### config.mk
export PLATFORM = sky130hd
export DESIGN_NAME = mc_ctrl_fsm
export DESIGN_NICKNAME = d
export VERILOG_FILES = /design/src/rtl/mc_ctrl_fsm.sv
export SDC_FILE = /design/constraint.sdc
export NUM_CORES = 1
export LEC_CHECK = 0
export ABC_AREA = 1
export BUFFER_PORTS_ARGS = -buffer_cell sky130_fd_sc_hd__buf_2
export CORE_AREA = 8 8 109 111
export DETAILED_ROUTE_END_ITERATION = 16
export DIE_AREA = 0 0 117 119
export GPL_TIMING_DRIVEN = 0
export PLACE_DENSITY = 0.51
export SLEW_MARGIN = 15
export SYNTH_ARGS = -nofsm -noshare
export SYNTH_HDL_FRONTEND = slang
export SYNTH_SLANG_ARGS = --single-unit
### constraint.sdc
create_clock -name clk -period 2.33 [get_ports clk]
set_clock_uncertainty 0.05 [all_clocks]
set_input_delay 0.233 -clock clk [delete_from_list [all_inputs] [get_ports clk]]
set_output_delay 0.233 -clock clk [all_outputs]
set_load 0.03 [all_outputs]
### src/rtl/mc_ctrl_fsm.sv
// mc_ctrl_fsm: multicycle MIPS main control FSM with memory handshake, stall watchdog,
// trap state and retired-instruction counter.
module mc_ctrl_fsm #(
    parameter int CNT_W   = 32,
    parameter int TIMEOUT = 255
) (
    input  logic             clk,
    input  logic             rst_n,
    input  logic [5:0]       opcode,
    input  logic             mem_ready,
    output logic             mem_req,
    output logic             PCWrite,
    output logic             PCWriteCond,
    output logic             IorD,
    output logic             MemRead,
    output logic             MemWrite,
    output logic             IRWrite,
    output logic             MemtoReg,
    output logic             RegDst,
    output logic             RegWrite,
    output logic             ALUSrcA,
    output logic [1:0]       ALUSrcB,
    output logic [2:0]       ALUop,
    output logic [1:0]       PCSource,
    output logic             trap,
    output logic [1:0]       trap_cause,
    output logic [CNT_W-1:0] instr_count
);
    typedef enum logic [3:0] {
        RST, FETCH, DECODE, MEMADR, MEMRD, MEMWB, MEMWR,
        EXEC, RWB, BRANCH, JUMP, ADDIEX, ADDIWB, TRAP
    } state_t;

    // wait_cnt never needs to exceed TIMEOUT-1: at that value a further stall traps
    localparam int WW = TIMEOUT > 1 ? $clog2(TIMEOUT) : 1;
    localparam logic [WW-1:0] LIMIT = WW'(TIMEOUT == 0 ? 0 : TIMEOUT - 1);

    state_t state, next;
    logic [WW-1:0] wait_cnt;
    logic [1:0] cause_nxt;

    always_comb begin
        next        = state;
        cause_nxt   = trap_cause;
        mem_req     = 1'b0;
        PCWrite     = 1'b0;
        PCWriteCond = 1'b0;
        IorD        = 1'b0;
        MemRead     = 1'b0;
        MemWrite    = 1'b0;
        IRWrite     = 1'b0;
        MemtoReg    = 1'b0;
        RegDst      = 1'b0;
        RegWrite    = 1'b0;
        ALUSrcA     = 1'b0;
        ALUSrcB     = 2'b00;
        ALUop       = 3'd0;
        PCSource    = 2'b00;
        trap        = 1'b0;
        case (state)
            RST:    next = FETCH;
            FETCH: begin
                mem_req = 1'b1;
                MemRead = 1'b1;
                ALUSrcB = 2'b01;
                PCWrite = mem_ready;
                IRWrite = mem_ready;
                next    = mem_ready ? DECODE : FETCH;
            end
            DECODE: begin
                ALUSrcB = 2'b11;
                case (opcode)
                    6'h00:        next = EXEC;
                    6'h23, 6'h2B: next = MEMADR;
                    6'h04:        next = BRANCH;
                    6'h02:        next = JUMP;
                    6'h08:        next = ADDIEX;
                    default: begin
                        next      = TRAP;
                        cause_nxt = 2'b01;
                    end
                endcase
            end
            MEMADR: begin
                ALUSrcA = 1'b1;
                ALUSrcB = 2'b10;
                next    = opcode == 6'h23 ? MEMRD : MEMWR;
            end
            MEMRD: begin
                mem_req = 1'b1;
                MemRead = 1'b1;
                IorD    = 1'b1;
                next    = mem_ready ? MEMWB : MEMRD;
            end
            MEMWB: begin
                RegWrite = 1'b1;
                MemtoReg = 1'b1;
                next     = FETCH;
            end
            MEMWR: begin
                mem_req  = 1'b1;
                MemWrite = 1'b1;
                IorD     = 1'b1;
                next     = mem_ready ? FETCH : MEMWR;
            end
            EXEC: begin
                ALUSrcA = 1'b1;
                ALUop   = 3'd2;
                next    = RWB;
            end
            RWB: begin
                RegWrite = 1'b1;
                RegDst   = 1'b1;
                next     = FETCH;
            end
            BRANCH: begin
                ALUSrcA     = 1'b1;
                ALUop       = 3'd1;
                PCWriteCond = 1'b1;
                PCSource    = 2'b01;
                next        = FETCH;
            end
            JUMP: begin
                PCWrite  = 1'b1;
                PCSource = 2'b10;
                next     = FETCH;
            end
            ADDIEX: begin
                ALUSrcA = 1'b1;
                ALUSrcB = 2'b10;
                next    = ADDIWB;
            end
            ADDIWB: begin
                RegWrite = 1'b1;
                next     = FETCH;
            end
            TRAP:    trap = 1'b1;
            default: next = RST;
        endcase
        // a completing access in the final allowed cycle wins over the watchdog
        if (mem_req && !mem_ready && TIMEOUT != 0 && wait_cnt == LIMIT) begin
            next      = TRAP;
            cause_nxt = 2'b10;
        end
    end

    always_ff @(posedge clk or negedge rst_n) begin
        if (!rst_n) begin
            state       <= RST;
            wait_cnt    <= '0;
            trap_cause  <= 2'b00;
            instr_count <= '0;
        end else begin
            state      <= next;
            trap_cause <= cause_nxt;
            wait_cnt   <= next != state ? '0 : (mem_req && !mem_ready) ? wait_cnt + WW'(1) : wait_cnt;
            if (next == FETCH && state != FETCH && state != RST)
                instr_count <= instr_count + CNT_W'(1);
        end
    end
endmodule

==> results of run 1 <==
## final cells by class
class                      instances  area share
multi-input combinational        365       0.479
buffer                            13      0.0239
clock inverter                     1     0.00133
timing repair buffer              61      0.0829
clock buffer                       7      0.0229
sequential                        46       0.305
inverter                          40      0.0398
tap                              136      0.0451
## stage by stage
stage / hold slack (ns) / setup WS (ns) / instances
2_1_floorplan: -0.113 / 0.315 / 464
3_3_place_gp: 0.430 / 0.203 / 660
3_5_place_dp: 0.436 / 0.188 / 660
4_1_cts: 0.109 / 0.174 / 668
5_1_grt: 0.322 / 0.00727 / 669
6_report: 0.293 / 0.241 / 669
## power by group through the flow
stage	sequential, uW	clock, uW	combinational, uW
6_report	797	514	44.4
5_1_grt	798	562	52.2
4_1_cts	798	541	44.3
3_5_place_dp	813	0	44.1
3_3_place_gp	813	0	43.3
2_1_floorplan	814	0	15.2
## synth_stat cells (all sizes together)
| cell | instances | share of area |
|---|---|---|
| xnor2 | 12 | 0.033 |
| nand3 | 28 | 0.053 |
| a21oi | 2 | 0.0031 |
| nand2 | 160 | 0.19 |
| nor2 | 61 | 0.078 |
| o22ai | 1 | 0.0020 |
| ha | 3 | 0.012 |
| nor3 | 16 | 0.025 |
| xor2 | 24 | 0.066 |
| a211oi | 1 | 0.0024 |
| nor4 | 4 | 0.0078 |
| clkbuf | 1 | 0.0012 |
| nand4 | 14 | 0.027 |
| buf | 12 | 0.027 |
| dfrtp | 46 | 0.36 |
| o21a | 1 | 0.0024 |
| conb | 1 | 0.0012 |
| o21ai | 36 | 0.057 |
| inv | 40 | 0.047 |
| or2 | 1 | 0.0020 |
## sequential cells by signal (all words and copies together) (netlist names)
name / cells
wait_cnt: 8
instr_count: 32
trap_cause: 2
state: 4
## layer usage
layer | track usage | vias up
met5 | 0 | -
li1 | - | 1610
met3 | 0.0217 | 7
met1 | 0.174 | 1434
met2 | 0.202 | 57
met4 | 0.0336 | 0
## worst max-delay path by stage
stage | startpoint | endpoint | slack, ns | depth (start not counted)
after detailed placement | state[2] | instr_count[15] | 0.19 | 9
after floorplan | state[1] | instr_count[21] | 0.31 | 11
after CTS | state[2] | instr_count[15] | 0.17 | 9
final | instr_count[0] | instr_count[24] | 0.24 | 8
after global routing | state[2] | instr_count[30] | 0.007 | 10
after global placement | state[2] | instr_count[30] | 0.20 | 9
## cell families after synthesis
logic type / after synthesis / share of synthesized area
compound gates: 41 / 0.0663
other cells: 1 / 0.00118
flops: 46 / 0.361
fa+ha+maj: 3 / 0.0118
buf+inv: 53 / 0.0754
xor+xnor: 36 / 0.0989
simple gates: 284 / 0.385
## what timing repair did
| item | in CTS | in global routing |
|---|---|---|
| hold buffers | 0 | 1 |
| endpoints found under the hold margin | 0 | 46 |
| setup endpoints to repair | 0 | 27 |
| resized for setup | 0 | 3 |
## critical path: cells and delay by family, from the launching register on
family | cells | cell delay (ns)
xor+xnor | 1 | 0.12
flops | 1 | 0.45
simple gates | 5 | 1.00
fa+ha+maj | 1 | 0.25
buf+inv | 1 | 0.12
==> impl_metrics.ini, run 1 <==
[power]
p_clk_frac = 0.379
combPwrFrac = 0.033
peakVddDrop_mv = 0.181
power_density_nw_per_um2 = 359
p_sw_uw = 306
seqPwrFrac = 0.588
leakage_uw = 0.00207
p_sw_frac = 0.226
power.total_uw = 1360
p_int_uw = 1050

[detailed_routing]
wl_met1_um = 4270
wirelength_um = 8540
drt_iter0_markers = 165
highest_layer = met4
viasPerCell = 4.65
vias = 3108
final_antenna_net_count = 0
wl_per_cell_um = 12.8
wl_met2_um = 3750
first_pass_iters = 4
met3_length_um = 424
route.detailed.drc = 0

[worst_setup_path]
end_kind = flop
crit_path_top_delay_cell = dfrtp_1
cp_data_arrival_time_ns = 2.24
worst_path_largest_cell_delay_ns = 0.45
path_max_fanout = 7
path_common_cell = nand2_1
rr_worst_depth = 8
r2r-start = instr_count[0]
start_kind = flop
rr_endpoint = instr_count[24]
cp.required_ns = 2.48
path_cells = ha_1, nand3_1, inv_1, nand2_1, nor4_1, xor2_1, nand2_1, nand2_1
rrSetupSlack_ns = 0.24
criticalPathCategory = reg2reg

[global_route]
grt_pass1_vias = 2974
antenna_found_initial = 0
overflow = 0
grt_max_degree = 47
grt_use_total = 0.127
grt_pass1_wl_um = 14600

[floorplan]
start_util = 0.316
io_pins = 62
core_sq_um = 10100
die_h_um = 119
die_area_sq_um = 13900
die_x_um = 117
std_cell_rows = 37

[sta]
finalSetupViolations = 0
tightest_slew_ns = 0.609
period_minus_slack_ns = 2.09
slew_viol_final = 0
max_freq_mhz = 479
timing_hold_violations_final = 0
tns_ns = 0
slew_headroom = 0.594
rsz0062_at_grt = false
period_share = 0.897

[clock_tree]
post-cts-setup-buffers = 0
path_clk_slew_ns = 0.09
cts_tree = built
cts-root-buf = clkbuf_8
cts_sinks = 46
cts_buffers = 5
clockBufferDepth = 2
insertion_delay_ns = 0.30
htreeDepth = 2

[final_layout]
layout_common_cells = nand2_1, buf_2, nor2_1
fillers = 1168
drive_above_1_share = 0.191
seqCellArea_sq_um = 1150
areaGrowthSynthToFinish_pct = 18.4
final_common_cell = nand2_1
final_area_sq_um = 3770
num_antenna_cells = 0
final_nets = 544
fin_util = 0.374
multiInputGateArea_sq_um = 1810

[synthesis]
netlist_area_sq_um = 3190
yosys_warnings = 0
ys_types = 29
syn_area_per_cell_sq_um = 6.87
synth-seq-cells = 46
postSynthNetCount = 476
yosysSeqAreaShare = 0.361
synth_cells = 464

[worst_hold_path]
whs_path_depth = 5
hold_start = mem_ready
min_to = state[0]
min_path_type = in2reg

[flow_run]
maxCapViolations = 0

[placed_design]
place_area_sq_um = 3660
dp_hpwl_um = 6740
gp_congestion = 0.903
io_buffers = 60

[run_status]
status = complete, no violations
No activity file was read; power rests on OpenSTA's default activity.
==> inputs of run 2 (changes only) <==
Settings changed: PLACE_DENSITY 0.51 to 0.52, SKIP_CTS_REPAIR_TIMING set to 1.
Clock period 2.33 ns to 1.9 ns, I/O delays scaled along.
==> run 2 against run 1 <==
Against the previous run: the flow now finishes with violations (negative setup slack); final cell count increased by 3.4%; setup slack got worse by 0.35 ns; flip-flop and latch count unchanged; register-to-register slack got worse by 0.35 ns; routed wire length increased by 8.9%; critical endpoint is now instr_count[21]; via count increased by 5.2%; clock-buffer cell count unchanged; non-clock buffer count increased by 24; largest power group unchanged; hold slack improved by 0.059 ns; sequential share of layout area decreased by 2.9 points.
==> impl_metrics.ini, run 2 (same netlist as run 1, synthesis figures left out) <==
[clock_tree]
clockBufferDepth = 2
path_clk_slew_ns = 0.08
cts_tree = built
htreeDepth = 2
cts_sinks = 46
cts_buffers = 5
insertion_delay_ns = 0.30
cts-root-buf = clkbuf_8

[sta]
finalSetupViolations = 39
period_share = 1.06
slew_viol_final = 0
period_minus_slack_ns = 2.01
slew_headroom = 0.594
tightest_slew_ns = 0.608
timing_hold_violations_final = 0
max_freq_mhz = 499
rsz0062_at_grt = true
hold_ws_ns = 0.352
setup_ws_ns = -0.106

[global_route]
grt_use_total = 0.133
grt_pass1_vias = 3071
grt_max_degree = 47
antenna_found_initial = 0
grt_pass1_wl_um = 15100
overflow = 0

[placed_design]
dp_slack_ns = -0.176
place_area_sq_um = 3670
gp_congestion = 0.892
io_buffers = 60
dp_hpwl_um = 6920

[worst_hold_path]
min_path_type = in2reg

[worst_setup_path]
cp_data_arrival_time_ns = 2.13
end_kind = flop
path_max_fanout = 10
start_kind = flop
cp.required_ns = 2.03
criticalPathCategory = reg2reg

[floorplan]
start_util = 0.316
io_pins = 62
core_sq_um = 10100
std_cell_rows = 37
die_area_sq_um = 13900
die_h_um = 119
die_x_um = 117

[final_layout]
largest_reg_flops = 32
reg_top3 = instr_count (32), wait_cnt (8), state (4)
fin_util = 0.415
final_nets = 568
areaGrowthSynthToFinish_pct = 31.5
fillers = 1130
final_common_cell = nand2_1
drive_above_1_share = 0.320
num_antenna_cells = 0
final_area_sq_um = 4190
regMostFlops = instr_count
layout_common_cells = nand2_1, buf_2, nor2_1

[detailed_routing]
final_antenna_net_count = 0
wl_per_cell_um = 13.4
route.detailed.drc = 0
viasPerCell = 4.73
vias = 3271
wirelength_um = 9300
drt_iter0_markers = 118
first_pass_iters = 4

[power]
peakVddDrop_mv = 0.241
leakage_uw = 0.00221
power.total_uw = 1610
power_density_nw_per_um2 = 384

[flow_run]
maxCapViolations = 0

[run_status]
status = complete, but fails checks
violations = negative setup slack
-- run 2: final cells by class --
class | count | area (sq um) | area share
flip-flops and latches | 46 | 1160 | 0.276
plain buffers | 13 | 100 | 0.0239
well taps | 136 | 170 | 0.0406
repair buffers | 85 | 514 | 0.123
multi-input cells | 365 | 2020 | 0.481
clock buffers | 7 | 76.3 | 0.0182
inverters | 40 | 155 | 0.0370
-- run 2: final timing paths --
kind / start / end / slack [ns] / cells after the start
setup / recovery: state[2] / instr_count[21] / -0.11 / 12
hold / removal: opcode[3] / trap_cause[1] / 0.35 / 7
setup reg to reg: state[2] / instr_count[21] / -0.11 / 12
max in group asynchronous: rst_n / state[1] / 0.95 / 2
min in group asynchronous: rst_n / wait_cnt[0] / 0.40 / 2
hold reg to reg: trap_cause[0] / trap_cause[0] / 0.45 / 1
-- run 2: report_power, final --
part / leakage (uW) / internal (uW) / switching (uW)
Sequential: 0.000623 / 978 / 0
Clock: 0.0000383 / 254 / 322
Combinational: 0.00155 / 14.7 / 40.2
-- run 2: layer usage --
| metal | up-vias | track usage | routed length [um] |
|---|---|---|---|
| met4 | 0 | 0.0464 | 162 |
| met3 | 13 | 0.0263 | 549 |
| li1 | 1657 | - | - |
| met5 | - | 0 | 0 |
| met2 | 75 | 0.216 | 4390 |
| met1 | 1526 | 0.170 | 4200 |
-- run 2: per-stage QoR --
step | cells | TNS [ns]
after global routing | 692 | -7.52
final | 692 | -2.59
after CTS | 667 | -6.68
after global placement | 660 | -5.90
after floorplan | 464 | 0
after detailed placement | 660 | -5.76
-- run 2: worst max-delay path: stages (launching register included) --
cell	delay, ns
dfrtp_2	0.49
nor2_4	0.20
inv_2	0.09
nor2_4	0.14
nand4_1	0.20
nand3_4	0.16
inv_2	0.05
nand2_4	0.09
nor2_4	0.04
buf_6	0.13
buf_6	0.13
nand2_1	0.06
nand2_1	0.06
==> inputs of run 3 (changes only) <==
Settings changed: ABC_AREA 1 to not set, BUFFER_PORTS_ARGS -buffer_cell sky130_fd_sc_hd__buf_2 to not set, CORE_AREA 8 8 109 111 to 8 8 102 104, DIE_AREA 0 0 117 119 to 0 0 110 112, DONT_BUFFER_PORTS set to 1, PLACE_DENSITY 0.52 to 0.46.
==> run 3 against run 2 <==
Against the previous run: the run still ends with negative setup slack left; total power grew to 2.9 times the previous value; critical path depth fell by 3; die area shrank 12%; combinational power grew to 49 times the previous value; flip-flop and latch count unchanged.
==> impl_metrics.ini, run 3 <==
[final_layout]
largest_reg_flops = 32
multiInputGateArea_sq_um = 1750
final_nets = 335
final_area_sq_um = 3640
instances_no_fill = 435
regMostFlops = instr_count
areaGrowthSynthToFinish_pct = 33.4
fillers = 853
num_antenna_cells = 0
final_common_cell = dfrtp_1
drive_above_1_share = 0.377
seqCellArea_sq_um = 1170
layout_common_cells = dfrtp_1, nor2_1, buf_4
reg_top3 = instr_count (32), wait_cnt (8), state (4)

[worst_setup_path]
end_kind = flop
r2r-start = state[0]
criticalPathCategory = reg2reg
rr_endpoint = instr_count[9]
rr_worst_depth = 9
path_max_fanout = 10
cp.required_ns = 2.02
endpoint = instr_count[9]
cp_data_arrival_time_ns = 2.32
critPathLaunch = state[0]
start_kind = flop
rrSetupSlack_ns = -0.29

[placed_design]
io_buffers = 0
place_area_sq_um = 2970
dp_hpwl_um = 4920
gp_congestion = 0.794
placedCellCount = 400

[synthesis]
synth_xor_area_frac = 0.128
yosys_warnings = 0
synth_top_family_by_area = simple AND/OR/NAND/NOR gates
synth-compound-area-share = 0.111
synth-seq-cells = 46
synth_mux_area_frac = 0.00780
ys_types = 55
synthAdderAreaFrac = 0.0138
netlist_area_sq_um = 2730
synth.top_cell.area_share = 0.422
yosysTopAreaCell = dfrtp_1
syn_area_per_cell_sq_um = 9.43
async_flop_share = 1.00
synth_cells = 289
synth_top_flop_cell = dfrtp_1
yosys-top-cells-count = dfrtp_1, nor2_1, nand2_1
yosysMostFrequentCell = dfrtp_1
synthTopCellsByArea = dfrtp_1, xnor2_1, xor2_1
postSynthNetCount = 301
yosysSeqAreaShare = 0.422
synth_edf_count = 0
yosys.area_share.simple = 0.265

[detailed_routing]
route.detailed.drc = 0
drt_iter0_markers = 115
wl_per_cell_um = 16.3
wirelength_um = 7100
vias = 2158
first_pass_iters = 4
final_antenna_net_count = 0
viasPerCell = 4.96

[floorplan]
die_x_um = 110
core_sq_um = 8890
die_h_um = 112
std_cell_rows = 35
start_util = 0.307
io_pins = 62
die_area_sq_um = 12300

[global_route]
antenna_found_initial = 0
grt_pass1_wl_um = 11200
grt_pass1_vias = 1988
overflow = 0
grt_max_degree = 47
grt_use_total = 0.112

[clock_tree]
cts-root-buf = clkbuf_8
htreeDepth = 2
cts_sinks = 46
insertion_delay_ns = 0.30
cts_tree = built
clockBufferDepth = 2
path_clk_slew_ns = 0.09
cts_buffers = 5

[worst_hold_path]
hold_start = mem_ready
min_path_type = in2reg

[sta]
period_minus_slack_ns = 2.19
tightest_slew_ns = 0.721
timing_hold_violations_final = 0
max_freq_mhz = 456
tns_ns = -8.98
rsz0062_at_grt = true
slew_headroom = 0.521
slew_viol_final = 0
finalSetupViolations = 47
period_share = 1.16
hold_ws_ns = 0.145
setup_ws_ns = -0.295

[flow_run]
maxCapViolations = 0

[power]
leakage_uw = 0.00162
peakVddDrop_mv = 0.384
power_density_nw_per_um2 = 1280
power.total_uw = 4650

[run_status]
status = complete, but fails checks
violations = negative setup slack
run 3: cell types whose count changed in the layout (fill, tap and decap cells not counted), moves of 9 or more:
cell,delta
o21ai_1,-23
nand2_2,-26
nor3_1,-13
nor3_4,+9
nand2_1,-105
nor2_1,-21
inv_1,-22
buf_2,-59
run 3: through the flow:
stage / worst slack (ns) / util
floorplan: -0.140 / -
global placement: -0.400 / 0.334
detailed placement: -0.434 / 0.334
CTS: -0.574 / 0.344
global route: -0.382 / 0.409
finish: -0.295 / 0.409
run 3: layout make-up:
cell class / count / share of cell area
Sequential cell: 46 / 0.321
Multi-Input combinational cell: 215 / 0.482
Timing Repair Buffer: 27 / 0.0674
Inverter: 11 / 0.0120
Clock buffer: 7 / 0.0237
Tap cell: 111 / 0.0382
Clock inverter: 1 / 0.00138
Buffer: 17 / 0.0547
run 3: logic make-up after synthesis:
| group | count (synthesis) |
|---|---|
| DFF | 46 |
| xor gates and xnor gates | 40 |
| muxes | 2 |
| other | 1 |
| buffers and inverters | 28 |
| adders and majority gates | 3 |
| and+or+nand+nor | 135 |
| AOI/OAI and AO/OA | 34 |
run 3: critical path, cell delays in order (launching register included):
cell and delay (ns):
dfrtp_1 0.38, buf_6 0.14, inv_1 0.24, a21oi_1 0.12
a211oi_4 0.38, and2_4 0.22, buf_8 0.12, buf_8 0.14
nand3_1 0.11, xnor2_1 0.15
run 3: layer usage:
| layer | global-route usage | up-vias | routed length [um] |
|---|---|---|---|
| met3 | 0.0312 | 4 | 338 |
| met2 | 0.161 | 38 | 3310 |
| met4 | 0.0270 | 0 | 47 |
| met1 | 0.161 | 1048 | 3410 |
| li1 | - | 1068 | - |
| met5 | 0 | - | 0 |
run 3: power breakdown:
| part | total [uW] | switching [uW] | internal [uW] | leakage [uW] |
|---|---|---|---|---|
| logic | 2680 | 1530 | 1140 | 0.000978 |
| registers | 1350 | 256 | 1090 | 0.000598 |
| clock network | 625 | 331 | 294 | 0.0000482 |
run 3: worst min path at each step:
stage,endpoint,slack [ns],cells after the start
detailed placement,instr_count[31],-0.15,0
CTS,instr_count[4],-0.49,0
finish,state[0],0.15,3
global placement,instr_count[29],-0.15,0
global route,state[0],0.13,3
floorplan,instr_count[0],-0.16,0
